File: src/rtl/srd_digitized.sv
// Digit-serial restoring divider: resolves SIZEOF_DIGITS quotient bits per clock
// and returns quotient/remainder with a start/done handshake and divide-by-zero flag.

module srd_step #(
  parameter int SIZEA = 64,
  parameter int SIZEB = 32
) (
  input  logic [SIZEB:0]   p,
  input  logic [SIZEA-1:0] a,
  input  logic [SIZEB-1:0] b,
  output logic [SIZEB:0]   p_n,
  output logic [SIZEA-1:0] a_n
);
  logic [SIZEB:0] ps;
  logic           ge;

  // The guard bit in p keeps the shifted partial remainder from overflowing the compare.
  always_comb begin
    ps  = {p[SIZEB-1:0], a[SIZEA-1]};
    ge  = (ps >= {1'b0, b});
    p_n = ge ? (ps - {1'b0, b}) : ps;
    a_n = {a[SIZEA-2:0], ge};
  end
endmodule

module srd_digitized #(
  parameter int SIZEA         = 64,
  parameter int SIZEB         = 32,
  parameter int SIZEOF_DIGITS = 1,
  parameter int DIGITS        = SIZEA / SIZEOF_DIGITS
) (
  input  logic             clk,
  input  logic             rst,
  input  logic [SIZEA-1:0] a,
  input  logic [SIZEB-1:0] b,
  input  logic             start,
  output logic             busy,
  output logic             done,
  output logic             dbz,
  output logic [SIZEA-1:0] q,
  output logic [SIZEB-1:0] r
);
  localparam int             CW   = $clog2(DIGITS + 1);
  localparam logic [CW-1:0]  LAST = CW'(DIGITS - 1);

  typedef enum logic [1:0] {ST_IDLE, ST_RUN, ST_FIN} state_t;

  state_t           state, state_d;
  logic [SIZEA-1:0] a_r, a_d;
  logic [SIZEB-1:0] b_r, b_d;
  logic [SIZEB:0]   p_r, p_d;
  logic [CW-1:0]    cnt, cnt_d;
  logic             dz, dz_d;
  logic [SIZEA-1:0] q_d;
  logic [SIZEB-1:0] r_d;
  logic             busy_d, done_d, dbz_d;

  logic [SIZEOF_DIGITS:0][SIZEB:0]   pc;
  logic [SIZEOF_DIGITS:0][SIZEA-1:0] ac;

  assign pc[0] = p_r;
  assign ac[0] = a_r;

  for (genvar g = 0; g < SIZEOF_DIGITS; g++) begin : g_step
    srd_step #(.SIZEA(SIZEA), .SIZEB(SIZEB)) u_step (
      .p  (pc[g]),
      .a  (ac[g]),
      .b  (b_r),
      .p_n(pc[g+1]),
      .a_n(ac[g+1])
    );
  end

  always_comb begin
    state_d = state;
    a_d     = a_r;
    b_d     = b_r;
    p_d     = p_r;
    cnt_d   = cnt;
    dz_d    = dz;
    q_d     = q;
    r_d     = r;
    busy_d  = busy;
    done_d  = 1'b0;
    dbz_d   = dbz;
    case (state)
      ST_IDLE: if (start) begin
        a_d     = a;
        b_d     = b;
        p_d     = '0;
        cnt_d   = '0;
        busy_d  = 1'b1;
        dbz_d   = 1'b0;
        dz_d    = (b == '0);
        state_d = (b == '0) ? ST_FIN : ST_RUN;
      end
      ST_RUN: begin
        a_d   = ac[SIZEOF_DIGITS];
        p_d   = pc[SIZEOF_DIGITS];
        cnt_d = cnt + CW'(1);
        if (cnt == LAST) state_d = ST_FIN;
      end
      ST_FIN: begin
        done_d  = 1'b1;
        busy_d  = 1'b0;
        state_d = ST_IDLE;
        // On divide-by-zero A still holds the raw dividend captured at accept.
        if (dz) begin
          q_d   = '1;
          r_d   = a_r[SIZEB-1:0];
          dbz_d = 1'b1;
        end else begin
          q_d = a_r;
          r_d = p_r[SIZEB-1:0];
        end
      end
      default: state_d = ST_IDLE;
    endcase
  end

  always_ff @(posedge clk or negedge rst) begin
    if (!rst) begin
      state <= ST_IDLE;
      a_r   <= '0;
      b_r   <= '0;
      p_r   <= '0;
      cnt   <= '0;
      dz    <= 1'b0;
      q     <= '0;
      r     <= '0;
      busy  <= 1'b0;
      done  <= 1'b0;
      dbz   <= 1'b0;
    end else begin
      state <= state_d;
      a_r   <= a_d;
      b_r   <= b_d;
      p_r   <= p_d;
      cnt   <= cnt_d;
      dz    <= dz_d;
      q     <= q_d;
      r     <= r_d;
      busy  <= busy_d;
      done  <= done_d;
      dbz   <= dbz_d;
    end
  end
endmodule

File: config.mk
export PLATFORM = sky130hd
export DESIGN_NAME = srd_digitized
export DESIGN_NICKNAME = d
export VERILOG_FILES = /design/src/rtl/srd_digitized.sv
export SDC_FILE = /design/constraint.sdc
export NUM_CORES = 1
export LEC_CHECK = 0
export CORE_MARGIN = 5
export CORE_UTILIZATION = 53
export CTS_CLUSTER_SIZE = 40
export DETAILED_ROUTE_END_ITERATION = 7
export GPL_TIMING_DRIVEN = 0
export PLACE_DENSITY = 0.79
export SYNTH_ARGS = -nofsm -noshare
export SYNTH_HDL_FRONTEND = slang
export SYNTH_HIERARCHICAL = 1
export SYNTH_SLANG_ARGS = --single-unit
File: constraint.sdc
create_clock -name clk -period 6.8 [get_ports clk]
set_input_delay 1.36 -clock clk [delete_from_list [all_inputs] [get_ports clk]]
set_output_delay 1.36 -clock clk [all_outputs]
set_load 0.005 [all_outputs]
==> metrics.txt <==
HP Class flip-flop to flip-flop; drt first pass iters 5; final routed DRC violation total 0; largest net degree at the start of global routing 89; Clk pwr share 19.9%; minimum clock period 3.29 ns; core area 24200 µm²; Die W 167 µm; CTS tree built; WS Path Type flip-flop to flip-flop; Tcrit/Tclk final 48.3%; buffers added on ports 197; P_int 4.37 mW; Layout Nets 1901; CP arrival 3.68 ns; total global routing overflow 0; clk_lat worst skew 0.54 ns; Syn Nets 1673; total wire length 36200 µm; VDD IR max 0.000273 V; die area 27800 µm²; share of power burned in registers 31.0%; initial DRC count 1011; R2R setup slack 3.51 ns; Final Hold Fails 0; area grow syn2layout 25.4%; cell count after synthesis 1540; Psw 2.73 mW; Switching Share 38.4%; Starting Density 53.8%; RSZ-0062 raised after global routing false; Pwr Total 7.10 mW; Fin Setup TNS 0 ns; Slew @ Worst Pin 0.969 ns; RD Place Congestion 0.943; Max Cap Viol 0; dpl hpwl 27800 µm; initial antenna violation count 2; Rows 57; CTS sink cnt 237; status finished clean; DRT antenna net count 0; number of H-tree levels 1; TritonCTS Buffers 27; Pwr Density 435 nW/µm²; Max Fclk 304 MHz; Via-to-Cell Ratio 5.44; vias in the first global route 11300; Die Y 167 µm; synthesized area 13000 µm²; final setup violation count 0; Leak 7.52 nW; CP Launch Type flip-flop; CTS Hold Buffers Added 0; CP required 7.20 ns; skew final 0.0134 ns; first-pass GRT wire length 57900 µm; clock slew at reported path FFs 0.06 ns; Via Count 11500; max_slew headroom 35.4%; Worst setup EP type flip-flop; Root Buffer clkbuf_16; Tot GR Track Use 25.3%; Combinational Power Share 49.0%; number of cells upsized or downsized after cts 0; Setup Buffers After CTS 0; Top Ports 198; layout cell share with drive strength beyond 1 10.9%; FILL cells 2040; YS warnings 6; Max Transition Viols Final 0; drt wl/cell 17.2 µm; CP max FO 9; buffer depth of the longest clock path 3; Post-Synthesis Mean Instance Area 8.47 µm²
per-stage QoR:
stage	hold WS, ns	cells	setup slack [ns]	area, µm²	utilization, %
detailed placement	0.455	2063	3.39	15500	63.8
floorplan	0.445	1540	3.97	13000	-
global route	0.480	2112	3.38	16300	67.4
global placement	0.448	2061	-5.47	15400	63.6
CTS	0.468	2110	3.51	16300	67.4
finish	0.463	2112	3.51	16300	67.4
placed cells by master, fill, tap and decap left out, types with 8 or more instances in the layout:
master and instances:
nand2_1 486, dfrtp_1 237, clkdlybuf4s50_1 196, o21ai_0 150, nor2_1 101, buf_4 73, a31oi_1 66, buf_2 48
inv_1 40, mux2i_1 38, clkbuf_1 37, a21oi_1 35, ha_1 33, clkbuf_16 27, mux2_4 20, xnor2_1 15
a21o_1 13, nor4_1 11, nand4_1 10, xor2_1 10, nand3_1 9, nor3_1 8, mux2_1 8
worst paths after layout:
path                                 to   start  cells after the start
worst max-delay path            p_r[26]  p_r[5]                     12
worst min-delay path              q[40]   q[40]                      2
worst max register to register  p_r[26]  p_r[5]                     12
worst min register to register    q[40]   q[40]                      2
max in group asynchronous       b_r[16]     rst                      3
min in group asynchronous         q[34]     rst                      1
routing by layer:
metal  vias up  global-route usage (%)  part of all wire, %
met4         0                    6.83                  2.8
li1       5593                       -                    -
met3        66                    2.65                  4.2
met2       338                    43.6                   49
met5         -                       0                    0
met1      5499                    34.4                   44
state kept, by name (all words and copies together), names as in the netlist:
register,count
state,2
r,32
busy,1
done,1
q,64
a_r,64
p_r,32
dbz,1
dz,1
cnt,7
b_r,32
critical path: stages (launching register included):
cell	delay, ns
dfrtp_1	0.44
ha_1	0.38
a21oi_1	0.33
o21bai_1	0.17
a211o_1	0.35
o21a_1	0.20
nor3_2	0.26
o21ba_1	0.21
buf_6	0.17
buf_8	0.16
mux2_1	0.33
nand2_1	0.06
o21ai_0	0.07
cell type report:
| cell class | instances | area (µm²) | share of cell area, % |
|---|---|---|---|
| timing repair buffer | 199 | 2030 | 12.4 |
| clock inverter | 12 | 131 | 0.804 |
| sequential | 237 | 5930 | 36.3 |
| clock buffer | 35 | 736 | 4.50 |
| inverter | 41 | 154 | 0.942 |
| tap | 324 | 405 | 2.48 |
| multi-input combinational | 1101 | 5950 | 36.4 |
| buffer | 161 | 997 | 6.10 |
| antenna | 2 | 5.00 | 0.0306 |
power by group through the flow:
| stage | Sequential, mW | Combinational [mW] | Clock [mW] |
|---|---|---|---|
| after floorplan | 2.05 | 2.75 | 0 |
| after global placement | 2.19 | 3.35 | 0 |
| after detailed placement | 2.21 | 3.43 | 0 |
| after CTS | 2.19 | 3.47 | 1.43 |
| after global routing | 2.25 | 3.88 | 1.49 |
| final | 2.20 | 3.48 | 1.42 |
No activity file was read; power rests on OpenSTA's default activity.
